--- src/rtl/imem_port_arbiter.sv ---
// Shares the single-port instruction memory between IF fetch and a debug/loader port,
// and owns the IF/ID instruction output. Starvation guard enabled by IMEM_ARB_STARVE_GUARD_EN.
module imem_port_arbiter #(
  parameter int ADDR_W       = 6,
  parameter int STARVE_LIMIT = 8
) (
  input  logic              clk,
  input  logic              reset,
  input  logic              if_stall,
  input  logic              if_flush,
  input  logic [31:0]       if_pc,
  output logic [31:0]       if_instr,
  output logic              if_hold,
  input  logic              dbg_req,
  input  logic              dbg_we,
  input  logic [ADDR_W-1:0] dbg_addr,
  input  logic [31:0]       dbg_wdata,
  output logic              dbg_ready,
  output logic              dbg_rvalid,
  output logic [31:0]       dbg_rdata,
  output logic              mem_en,
  output logic              mem_we,
  output logic [ADDR_W-1:0] mem_addr,
  output logic [31:0]       mem_wdata,
  input  logic [31:0]       mem_rdata
);

  logic        fetch_want;
  logic        fetch_gnt;
  logic        dbg_gnt;
  logic        fetch_q;
  logic        flush_q;
  logic        dbg_rd_q;
  logic        stolen_q;
  logic [31:0] instr_hold;
  logic        unused_pc;

  assign unused_pc = ^{if_pc[31:ADDR_W+2], if_pc[1:0]};

`ifdef IMEM_ARB_STARVE_GUARD_EN
  typedef enum logic [1:0] {ARB, HOLD, STEAL} state_t;
  state_t     state;
  state_t     state_next;
  logic [7:0] starve_cnt;
  logic       steal;

  always_ff @(posedge clk or negedge reset) begin
    if (!reset) state <= ARB;
    else        state <= state_next;
  end

  always_comb begin
    state_next = state;
    unique case (state)
      ARB:     if (starve_cnt >= 8'(STARVE_LIMIT)) state_next = HOLD;
      HOLD:    state_next = dbg_gnt ? ARB : STEAL;
      STEAL:   state_next = ARB;
      default: state_next = ARB;
    endcase
  end

  always_comb begin
    steal   = (state == STEAL);
    if_hold = (state != ARB);
  end

  always_ff @(posedge clk or negedge reset) begin
    if (!reset) begin
      starve_cnt <= '0;
      stolen_q   <= 1'b0;
    end else begin
      stolen_q <= steal;
      if (!dbg_req || dbg_ready)  starve_cnt <= '0;
      else if (starve_cnt != '1)  starve_cnt <= starve_cnt + 8'd1;
    end
  end

  assign fetch_want = !if_stall && !if_flush && !steal;
`else
  assign if_hold    = 1'b0;
  assign stolen_q   = 1'b0;
  assign fetch_want = !if_stall && !if_flush;
`endif

  // Grants are gated by reset so a pending access is dropped the instant reset asserts.
  always_comb begin
    fetch_gnt = 1'b0;
    dbg_gnt   = 1'b0;
    mem_en    = 1'b0;
    mem_we    = 1'b0;
    mem_addr  = if_pc[ADDR_W+1:2];
    mem_wdata = '0;
    if (reset) begin
      if (fetch_want) begin
        fetch_gnt = 1'b1;
        mem_en    = 1'b1;
      end else if (dbg_req) begin
        dbg_gnt   = 1'b1;
        mem_en    = 1'b1;
        mem_we    = dbg_we;
        mem_addr  = dbg_addr;
        mem_wdata = dbg_wdata;
      end
    end
  end

  assign dbg_ready  = dbg_gnt;
  assign dbg_rvalid = dbg_rd_q;
  assign dbg_rdata  = mem_rdata;

  always_ff @(posedge clk or negedge reset) begin
    if (!reset) begin
      fetch_q    <= 1'b0;
      flush_q    <= 1'b0;
      dbg_rd_q   <= 1'b0;
      instr_hold <= '0;
    end else begin
      fetch_q    <= fetch_gnt;
      flush_q    <= if_flush && !if_stall;
      dbg_rd_q   <= dbg_gnt && !dbg_we;
      instr_hold <= if_instr;
    end
  end

  always_comb begin
    if (fetch_q)                  if_instr = mem_rdata;
    else if (flush_q || stolen_q) if_instr = '0;
    else                          if_instr = instr_hold;
  end

endmodule
--- config.mk ---
export PLATFORM = sky130hd
export DESIGN_NAME = imem_port_arbiter
export DESIGN_NICKNAME = d
export VERILOG_FILES = /design/src/rtl/imem_port_arbiter.sv
export SDC_FILE = /design/constraint.sdc
export NUM_CORES = 1
export LEC_CHECK = 0
export ABC_AREA = 1
export CORE_MARGIN = 1.5
export CORE_UTILIZATION = 32
export CTS_CLUSTER_SIZE = 28
export DETAILED_ROUTE_END_ITERATION = 10
export GPL_TIMING_DRIVEN = 0
export PLACE_DENSITY_LB_ADDON = 0.25
export REMOVE_ABC_BUFFERS = 1
export SETUP_SLACK_MARGIN = 0.4
export SYNTH_ARGS = -nofsm -noshare
export SYNTH_HDL_FRONTEND = slang
export SYNTH_SLANG_ARGS = --single-unit
--- constraint.sdc ---
create_clock -name clk -period 1.6 [get_ports clk]
set_clock_uncertainty 0.1 [all_clocks]
set_input_delay 0.32 -clock clk [delete_from_list [all_inputs] [get_ports clk]]
set_output_delay 0.32 -clock clk [all_outputs]
set_load 0.01 [all_outputs]
==> run summary, run 1 <==
Place
• total half-perimeter wirelength after legalization and detailed placement: 4780 um
• GP Congestion: 0.761
• Buffers on Ports: 187
• Placed Instances: 494
• Worst Setup Slack post-DPL: -1.26 ns
• dpl cell area: 0.00375 sq mm

Synth
• top post-synthesis cells by area: sky130_fd_sc_hd__dfrtp_1, sky130_fd_sc_hd__buf_4, sky130_fd_sc_hd__nand2_1
• Post-Synthesis Mean Instance Area: 7.74 sq um
• Post-synth EDFFs: 0
• number of different library cells in the post-synthesis netlist: 17
• number of instances in the synthesized netlist: 277
• Post-synth top cells: sky130_fd_sc_hd__nand2_1, sky130_fd_sc_hd__inv_1, sky130_fd_sc_hd__nand3_1
• Synth Cell Area: 0.00214 sq mm
• area share of the leading cell type in the synthesized netlist: 0.408
• flip-flop cell with the highest count after synthesis: sky130_fd_sc_hd__dfrtp_1
• share of flip-flops with an asynchronous set or reset: 1.00
• leading area contributor after synthesis: sky130_fd_sc_hd__dfrtp_1
• count leader, synth: sky130_fd_sc_hd__nand2_1
• Warnings, synthesis: 0
• sequential-to-total area share from yosys stat: 0.408
• synthesis-stage register bit count: 35

Layout
• cell area after layout: 0.00519 sq mm
• Synth-to-Final Area Change: 142%
• number of nets in the final layout: 616
• fraction of layout instances using a drive strength above 1: 0.629
• final antenna diode count: 0
• post-route insts no fill: 584

Global routing
• overall global routing resource usage: 0.248
• busiest layer in global routing: met2
• met2 usage in global routing: 0.474
• antenna violations before repair: 0
• first-pass GRT wire length: 13,700 um
• met3 track demand over resource: 0.0623
• global-route congestion overflow total: 0
• met1 Usage GRT: 0.248
• largest net degree at the start of global routing: 19
• via count of the first global-routing pass: 2,801

Critical path
• Crit path largest cell delay: 0.51 ns
• worst reg2reg path depth: 9
• slack of the worst reg-to-reg path: -0.08 ns
• CP Data Arrival Time: 1.39 ns
• worst path required time: 1.18 ns
• maximum fanout encountered on the critical timing path: 8
• crit path max-delay cell type: sky130_fd_sc_hd__dfrtp_4
• classification of the worst setup path: reg2out
• worst-path cell chain: buf_12 > buf_12 > nand2_4 > nand2_4 > buf_6
• capture point of the worst reg-to-reg path: instr_hold[6]
• CP Capture Type: output pin
• startpoint of the lowest-slack register-to-register path: fetch_q
• crit start category: flop

Timing
• total count of max-transition violations in the final report: 0
• RSZ-0062 raised after global routing: yes
• number of setup violations in the final report: 37
• Max Clock Freq: 552 MHz
• total negative slack: -5.70 ns
• Final Critical Period: 1.81 ns
• fin worst setup slack: -0.213 ns
• fin crit share: 1.13
• total count of hold-check failures in the final report: 0

Power
• power density over the cells: 555 mW/mm^2
• worst supply voltage drop on vdd: 0.318 mV
• leakage power: 0.00283 uW
• Total Power: 2880 uW

Die
• area of the core: 0.00642 sq mm
• num ports: 215
• number of rows created at floorplan: 29
• effective utilization at floorplan: 0.334
• die height: 84.9 um
• Total Die Area: 0.00720 sq mm
• die span in x: 84.9 um

Detailed routing
• number of design rule violations left after detail routing: 12
• post-detailed-route count of antenna-violating nets: 0
• starting DRC count in detailed routing: 76
• routed vias: 2,717
• DR WL/cell: 17.0 um
• detailed-router iteration count before antenna repair: 7
• Post-Route WL: 9910 um
• DR vias/cell: 4.65

Outcome
• violations in the final reports: DRC, setup timing
• outcome: finished, violations left

Clock network
• clock latency reported for the late side of the worst-skew pair: 0.28 ns
• TritonCTS buffer count: 5
• Clock Path Buffers: 2
• root buf cell: sky130_fd_sc_hd__clkbuf_8
• clock input transition at the sequential cells of the worst setup and hold paths: 0.06 ns
• Num Clock Sinks: 35
• Max H-tree Level: 2
• CTS tree: done

Job
• number of violations of the max-capacitance limit: 0

Hold path
• worst hold-check path type: in2async

[worst max path at each step]
| stage | from | endpoint | slack, ns |
|---|---|---|---|
| global placement | reset | mem_addr[5] | -2.15 |
| detailed placement | fetch_q | if_instr[26] | -1.26 |
| floorplan | fetch_q | if_instr[0] | -0.20 |
| CTS | fetch_q | if_instr[28] | -0.17 |
| global route | fetch_q | if_instr[22] | -0.23 |
| finish | fetch_q | if_instr[22] | -0.21 |
[kinds of logic after synthesis]
| logic type | count (synthesis) | share of synthesized area |
|---|---|---|
| and+or+nand+nor | 153 | 0.348 |
| DFF | 35 | 0.408 |
| buffers and inverters | 87 | 0.240 |
| AOI/OAI and AO/OA | 1 | 0.00233 |
| other | 1 | 0.00175 |
[registers in the layout (all words and copies together), names as in the netlist]
register,flops
fetch_q,1
flush_q,1
instr_hold,32
dbg_rvalid,1
[stage by stage]
stage	utilization	hold WS (ns)
floorplan	-	-0.0756
global placement	0.584	0.379
detailed placement	0.584	0.346
CTS	0.701	0.0124
global route	0.808	0.0366
finish	0.808	0.0244
[layout by cell type, fill, tap and decap left out, types with 2 or more instances in the layout]
master	synthesis	routed
sky130_fd_sc_hd__buf_12	1	8
sky130_fd_sc_hd__buf_2	7	56
sky130_fd_sc_hd__buf_4	36	15
sky130_fd_sc_hd__buf_6	3	92
sky130_fd_sc_hd__buf_8	0	7
sky130_fd_sc_hd__bufbuf_16	0	2
sky130_fd_sc_hd__clkbuf_8	0	5
sky130_fd_sc_hd__clkinv_8	0	3
sky130_fd_sc_hd__clkinvlp_4	0	2
sky130_fd_sc_hd__dfrtp_1	35	33
sky130_fd_sc_hd__dlygate4sd2_1	0	69
sky130_fd_sc_hd__dlymetal6s2s_1	0	8
sky130_fd_sc_hd__inv_1	38	24
sky130_fd_sc_hd__inv_2	1	10
sky130_fd_sc_hd__inv_8	0	2
sky130_fd_sc_hd__nand2_1	71	23
sky130_fd_sc_hd__nand2_2	6	29
sky130_fd_sc_hd__nand2_4	1	24
sky130_fd_sc_hd__nand2_8	1	10
sky130_fd_sc_hd__nand3_1	38	26
sky130_fd_sc_hd__nand3_2	0	9
sky130_fd_sc_hd__nand3_4	0	3
sky130_fd_sc_hd__nor2_1	2	2
sky130_fd_sc_hd__nor2_2	34	10
sky130_fd_sc_hd__nor2_4	0	24
[what timing repair did]
action	4_1_cts	5_1_grt
hold buffers	1	0
gates cloned	14	0
gates resized for setup	652	143
endpoints found under the hold margin	18	0
endpoints found under the setup margin	139	94
buffers inserted	60	9
pin swaps	71	46
[layer usage]
metal / wire (um) / part of all wire
met1: 3240 / 0.33
met2: 5750 / 0.58
met4: 228 / 0.023
met5: 0 / 0
met3: 687 / 0.069
[layout make-up]
type                       count  area (sq um)
timing repair buffer         259          2500
multi-input combinational    162          1360
fill                         411          1230
sequential                    35           881
inverter                      40           196
tap                           77          96.3
timing repair inverter         5          81.3
clock buffer                   6          72.6
[critical path: cells and delay by family (launching register included)]
| family | cells | cell delay [ns] |
|---|---|---|
| buffers and inverters | 3 | 0.45 |
| flip-flops | 1 | 0.51 |
| AND/OR/NAND/NOR | 2 | 0.15 |
[where the power goes]
part | internal [uW] | leakage, uW | switching [uW] | total (uW)
registers | 962 | 0.000462 | 31.2 | 993
logic | 713 | 0.00233 | 613 | 1330
clock network | 289 | 0.0000371 | 275 | 564
Power figures use the tool's default switching activity.
==> run 2, diff against run 1 <==
--- a/config.mk
+++ b/config.mk
@@ -6,7 +6,7 @@
 export NUM_CORES = 1
 export LEC_CHECK = 0
 export ABC_AREA = 1
-export CORE_MARGIN = 1.5
+export CORE_MARGIN = 2
 export CORE_UTILIZATION = 32
 export CTS_CLUSTER_SIZE = 28
 export DETAILED_ROUTE_END_ITERATION = 10
==> run 2 against run 1 <==
Net effect: the run still ends with DRC, setup timing left; flip-flop and latch count did not move; non-clock buffer count rose by 14; worst setup slack got worse by 0.0068 ns; fmax fell by 0.37%; total power rose by 6.6%; via count rose by 3.9%; first-iteration DRC count rose by 14%; critical path depth did not move; combinational power rose by 7%; sequential power barely moved; final area rose by 6.3%; clock power rose by 16%.
==> run summary, run 2 (same netlist as run 1, synthesis figures left out) <==
Detailed routing
• Post-Route WL: 10,600 um, +6.9%
• met1 wire length: 3310 um, +2.1%
• met3 wirelength from detailed routing: 808 um, +18%
• routed vias: 2,823, +3.9%
• post-detailed-route count of antenna-violating nets: 0, unchanged
• wire length on met2: 6180 um, +7.4%
• DR WL/cell: 17.7 um, +4.2%
• DR vias/cell: 4.71, +1.3%
• uppermost routed layer: met4
• starting DRC count in detailed routing: 87, +14%
• number of design rule violations left after detail routing: 12, unchanged
• detailed-router iteration count before antenna repair: 7, unchanged

Layout
• most frequent cells in the layout: sky130_fd_sc_hd__buf_6, sky130_fd_sc_hd__dlygate4sd2_1, sky130_fd_sc_hd__buf_2
• Largest register FFs: 32, unchanged
• final antenna diode count: 0, unchanged
• register with the highest flop count: instr_hold
• number of nets in the final layout: 630, +2.3%
• fraction of layout instances using a drive strength above 1: 0.684, +0.0547
• final core utilization: 0.860, +0.0512
• most common library cell in the layout ignoring fill and taps: sky130_fd_sc_hd__buf_6
• Synth-to-Final Area Change: 157%

Critical path
• crit path max-delay cell type: sky130_fd_sc_hd__dfrtp_4
• CP Data Arrival Time: 1.40 ns, about the same
• CP Capture Type: output pin
• crit start category: flop
• maximum fanout encountered on the critical timing path: 8, unchanged
• worst path required time: 1.18 ns, about the same
• cell with the most instances on the worst path: sky130_fd_sc_hd__nand2_2
• Crit path largest cell delay: 0.50 ns, about the same
• classification of the worst setup path: reg2out
• worst-path cell chain: buf_12 > buf_16 > nand2_2 > nand2_2 > buf_6

Outcome
• outcome: finished, violations left
• violations in the final reports: DRC, setup timing

Power
• Switch Pwr: 1000 uW, +8.9%
• share of power burned in registers: 0.327, -0.018
• Total Power: 3070 uW, +6.6%
• Int Pwr: 2070 uW, +5.6%
• leakage power: 0.00289 uW, +2.3%
• worst supply voltage drop on vdd: 0.280 mV, -12%
• clock network fraction of design power: 0.212, +0.016
• power density over the cells: 557 mW/mm^2, +0.28%
• switching share of power: 0.325, +0.00680
• Comb power frac: 0.461, about the same

Die
• effective utilization at floorplan: 0.334, unchanged
• die span in x: 85.9 um, +1.2%
• Total Die Area: 0.00737 sq mm, +2.4%
• die height: 85.9 um, +1.2%
• num ports: 215, unchanged
• area of the core: 0.00642 sq mm, unchanged
• number of rows created at floorplan: 29, unchanged

Clock network
• Max H-tree Level: 2, unchanged
• clock latency reported for the late side of the worst-skew pair: 0.28 ns, about the same
• TritonCTS buffer count: 5, unchanged
• Num Clock Sinks: 35, unchanged
• root buf cell: sky130_fd_sc_hd__clkbuf_8
• Clock Path Buffers: 2, unchanged
• clock input transition at the sequential cells of the worst setup and hold paths: 0.07 ns, about the same
• CTS tree: done

Place
• Buffers on Ports: 187, unchanged
• GP Congestion: 0.718, -5.7%
• total half-perimeter wirelength after legalization and detailed placement: 4910 um, +2.7%

Hold path
• worst hold-check path type: in2async

Timing
• Final Critical Period: 1.82 ns, +0.00675 ns
• fin worst setup slack: -0.220 ns, -0.00675 ns
• number of setup violations in the final report: 36, -2.7%
• fin crit share: 1.14, +0.00422
• total count of max-transition violations in the final report: 0, unchanged
• total count of hold-check failures in the final report: 0, unchanged
• total negative slack: -5.92 ns, -0.225 ns
• Max Clock Freq: 550 MHz, -0.37%
• RSZ-0062 raised after global routing: yes

Global routing
• antenna violations before repair: 0, unchanged
• largest net degree at the start of global routing: 19, unchanged
• via count of the first global-routing pass: 2,791, -0.36%
• first-pass GRT wire length: 13,600 um, -0.95%
• overall global routing resource usage: 0.240, -0.00749
• global-route congestion overflow total: 0, unchanged

Job
• number of violations of the max-capacitance limit: 0, unchanged

-- run 2: cell types whose count changed in the layout (fill, tap and decap cells not counted), sizes merged --
cell,before,now
buf,179,194
clkdlybuf4s50,0,13
dlymetal6s2s,8,0
dlygate4sd2,69,63
bufbuf,2,1
clkdlybuf4s15,0,1
clkinv,5,6
-- run 2: final cells by class --
cell class | instances | area, sq um
clock buffer | 6 | 82.6
clock inverter | 1 | 5.00
fill | 350 | 901
inverter | 40 | 221
multi-input combinational | 162 | 1510
sequential | 35 | 881
tap | 77 | 96.3
timing repair buffer | 273 | 2660
timing repair inverter | 5 | 72.6
-- run 2: power groups by stage --
stage	combinational (uW)	sequential (uW)	clock [uW]
5_1_grt	1490	1010	697
3_5_place_dp	865	1010	0
2_1_floorplan	253	998	0
6_report	1420	1000	652
4_1_cts	1070	990	652
3_3_place_gp	858	1000	0
-- run 2: timing repair --
| action | in CTS | in global routing |
|---|---|---|
| gates resized for setup | 638 | 182 |
| setup endpoints to repair | 139 | 90 |
| pin swaps | 60 | 63 |
| buffers inserted | 64 | 18 |
| gates cloned | 14 | 1 |
| hold endpoints to repair | 18 | 0 |
| hold buffers | 1 | 0 |
-- run 2: worst paths after layout --
path | startpoint | end | slack [ns] | cells past startpoint
max in group asynchronous | reset | instr_hold[27] | 0.81 | 2
min in group clk | if_stall | flush_q | 0.09 | 2
hold reg to reg | instr_hold[19] | instr_hold[19] | 0.42 | 2
setup reg to reg | fetch_q | instr_hold[11] | -0.05 | 9
setup / recovery | fetch_q | if_instr[9] | -0.22 | 5
hold / removal | reset | instr_hold[0] | 0.03 | 3
-- run 2: through the flow --
step / cells / cell area, sq um / setup slack, ns / hold WS, ns
final: 599 / 5520 / -0.220 / 0.0270
after global routing: 599 / 5520 / -0.253 / 0.0396
after CTS: 580 / 4580 / -0.198 / 0.0274
after detailed placement: 494 / 3750 / -1.23 / 0.354
after global placement: 494 / 3750 / -2.15 / 0.380
after floorplan: 230 / 1790 / -0.196 / -0.0756
-- run 2: per-layer routing --
layer	vias up	global-route usage
met5	-	0
met4	0	0.0722
met3	25	0.0664
met2	146	0.472
met1	1356	0.242
li1	1296	-
-- run 2: worst max-delay path: cells and delay by family, from the launching register on --
| family | cells | cell delay [ns] |
|---|---|---|
| simple gates | 2 | 0.13 |
| buf+inv | 3 | 0.48 |
| flops | 1 | 0.50 |
==> run 3, diff against run 2 <==
--- a/config.mk
+++ b/config.mk
@@ -10,10 +10,10 @@
 export CORE_UTILIZATION = 32
 export CTS_CLUSTER_SIZE = 28
 export DETAILED_ROUTE_END_ITERATION = 10
-export GPL_TIMING_DRIVEN = 0
 export PLACE_DENSITY_LB_ADDON = 0.25
 export REMOVE_ABC_BUFFERS = 1
 export SETUP_SLACK_MARGIN = 0.4
 export SYNTH_ARGS = -nofsm -noshare
 export SYNTH_HDL_FRONTEND = slang
 export SYNTH_SLANG_ARGS = --single-unit
+export TNS_END_PERCENT = 5
==> run 3 against run 2 <==
Net effect: wire length down 16%; combinational power down 18%; hold slack better by 0.059 ns; sequential power barely moved; fmax rose by 2.2%; the run still ends with DRC, setup timing left.
==> run summary, run 3 (same netlist as run 1, synthesis figures left out) <==
Critical path
• CP Data Arrival Time: 1.36 ns, -0.04 ns
• worst path required time: 1.18 ns, about the same
• maximum fanout encountered on the critical timing path: 5, -3
• classification of the worst setup path: reg2out
• crit start category: flop
• CP Capture Type: output pin
• worst reg2reg path depth: 8, -1

Layout
• most common library cell in the layout ignoring fill and taps: sky130_fd_sc_hd__buf_6
• final core utilization: 0.756, -0.103
• number of nets in the final layout: 619, -1.7%
• Synth-to-Final Area Change: 127%
• most frequent cells in the layout: sky130_fd_sc_hd__buf_6, sky130_fd_sc_hd__buf_2, sky130_fd_sc_hd__dlygate4sd2_1
• final antenna diode count: 0, unchanged
• register with the highest flop count: instr_hold
• fraction of layout instances using a drive strength above 1: 0.611, -0.0733
• Largest register FFs: 32, unchanged

Job
• number of violations of the max-capacitance limit: 0, unchanged

Timing
• fin worst setup slack: -0.180 ns, +0.0392 ns
• number of setup violations in the final report: 32, -11%
• Final Critical Period: 1.78 ns, -0.0392 ns
• total count of max-transition violations in the final report: 0, unchanged
• worst-case hold slack: 0.0860 ns, +0.0590 ns
• Max Clock Freq: 562 MHz, +2.2%
• total count of hold-check failures in the final report: 0, unchanged
• RSZ-0062 raised after global routing: yes
• fin crit share: 1.11, -0.0245

Global routing
• via count of the first global-routing pass: 2,667, -4.4%
• first-pass GRT wire length: 12,400 um, -8.6%
• overall global routing resource usage: 0.219, -0.0217
• largest net degree at the start of global routing: 36, +17
• global-route congestion overflow total: 0, unchanged
• met1 Usage GRT: 0.210, -0.0317
• busiest layer in global routing: met2
• antenna violations before repair: 0, unchanged
• met3 track demand over resource: 0.0616, -0.00481
• met2 usage in global routing: 0.425, -0.0472

Die
• die height: 85.9 um, unchanged
• die span in x: 85.9 um, unchanged
• Total Die Area: 0.00737 sq mm, unchanged
• area of the core: 0.00642 sq mm, unchanged
• effective utilization at floorplan: 0.334, unchanged
• number of rows created at floorplan: 29, unchanged
• num ports: 215, unchanged

Clock network
• clock latency reported for the late side of the worst-skew pair: 0.28 ns, about the same
• Max H-tree Level: 2, unchanged
• CTS tree: done
• Num Clock Sinks: 35, unchanged
• clock input transition at the sequential cells of the worst setup and hold paths: 0.07 ns, about the same
• number of buffers added to fix hold violations after cts: 0, -1
• TritonCTS buffer count: 5, unchanged
• Clock Path Buffers: 2, unchanged
• root buf cell: sky130_fd_sc_hd__clkbuf_8

Detailed routing
• post-detailed-route count of antenna-violating nets: 0, unchanged
• starting DRC count in detailed routing: 67, -23%
• detailed-router iteration count before antenna repair: 7, unchanged
• number of design rule violations left after detail routing: 12, unchanged
• DR WL/cell: 15.1 um, -15%
• routed vias: 2,607, -7.7%
• Post-Route WL: 8890 um, -16%
• DR vias/cell: 4.43, -5.9%

Outcome
• violations in the final reports: DRC, setup timing
• outcome: finished, violations left

Power
• worst supply voltage drop on vdd: 0.273 mV, -2.7%
• leakage power: 0.00271 uW, -6.5%
• power density over the cells: 572 mW/mm^2, +2.8%

Place
• Worst Setup Slack post-DPL: -0.746 ns, +0.480 ns
• Buffers on Ports: 187, unchanged
• GP Congestion: 0.755, +5.1%
• total half-perimeter wirelength after legalization and detailed placement: 5470 um, +11%

Hold path
• worst hold-check path type: in2async

-- run 3: cell types whose count changed in the layout (fill, tap and decap cells not counted), moves of 6 or more --
cell                              before  now
sky130_fd_sc_hd__buf_4                26   54
sky130_fd_sc_hd__nand2_2              39   32
sky130_fd_sc_hd__buf_6               100   61
sky130_fd_sc_hd__buf_12               10    3
sky130_fd_sc_hd__buf_2                51   60
sky130_fd_sc_hd__nand2_4              27    1
sky130_fd_sc_hd__clkdlybuf4s50_1      13    7
sky130_fd_sc_hd__nand2_1               9   43
sky130_fd_sc_hd__dlymetal6s2s_1        0    9
sky130_fd_sc_hd__buf_8                 4   10
-- run 3: layout make-up --
| cell class | count | area (sq um) |
|---|---|---|
| Inverter | 40 | 180 |
| Tap cell | 77 | 96.3 |
| Clock buffer | 6 | 82.6 |
| Sequential cell | 35 | 877 |
| Fill cell | 516 | 1560 |
| Multi-Input combinational cell | 161 | 1200 |
| Timing Repair Buffer | 268 | 2420 |
| Clock inverter | 1 | 5.00 |
-- run 3: worst max-delay path, cell delays in order, from the launching register on --
cell and delay, ns:
sky130_fd_sc_hd__dfrtp_2 0.45, sky130_fd_sc_hd__clkinv_4 0.09, sky130_fd_sc_hd__buf_6 0.12, sky130_fd_sc_hd__clkbuf_16 0.15, sky130_fd_sc_hd__nand3_2 0.06, sky130_fd_sc_hd__nand2_1 0.07, sky130_fd_sc_hd__buf_2 0.13
-- run 3: stage by stage --
| step | power, uW | TNS (ns) | std cells | area, sq um |
|---|---|---|---|---|
| floorplan | 1250 | -6.99 | 230 | 1790 |
| global placement | 1940 | -43.96 | 527 | 4010 |
| detailed placement | 1960 | -44.70 | 527 | 4010 |
| CTS | 2590 | -5.95 | 567 | 4220 |
| global route | 2920 | -6.64 | 588 | 4860 |
| finish | 2780 | -4.83 | 588 | 4860 |
-- run 3: final timing paths --
| kind | startpoint | endpoint | slack, ns |
|---|---|---|---|
| worst max-delay path | fetch_q | if_instr[22] | -0.18 |
| worst min register to register | instr_hold[22] | instr_hold[22] | 0.41 |
| max in group asynchronous | reset | fetch_q | 0.99 |
| worst min-delay path | reset | instr_hold[29] | 0.09 |
| min in group clk | if_stall | flush_q | 0.10 |
| worst max register to register | fetch_q | instr_hold[27] | 0.10 |
-- run 3: what timing repair did --
| item | in CTS | in global routing |
|---|---|---|
| gates cloned | 9 | 1 |
| pin swaps | 73 | 84 |
| buffers inserted | 24 | 20 |
| gates resized for setup | 572 | 130 |
| setup endpoints to repair | 107 | 105 |
-- run 3: layer usage --
layer	share of wire	up-vias
li1	-	1268
met1	0.33	1198
met2	0.57	128
met3	0.079	13
met4	0.019	0
met5	0	-
-- run 3: report_power, final --
part | total (uW) | switching (uW) | internal [uW]
Combinational | 1160 | 527 | 632
Clock | 626 | 289 | 337
Sequential | 996 | 34.3 | 961
Total | 2780 | 850 | 1930
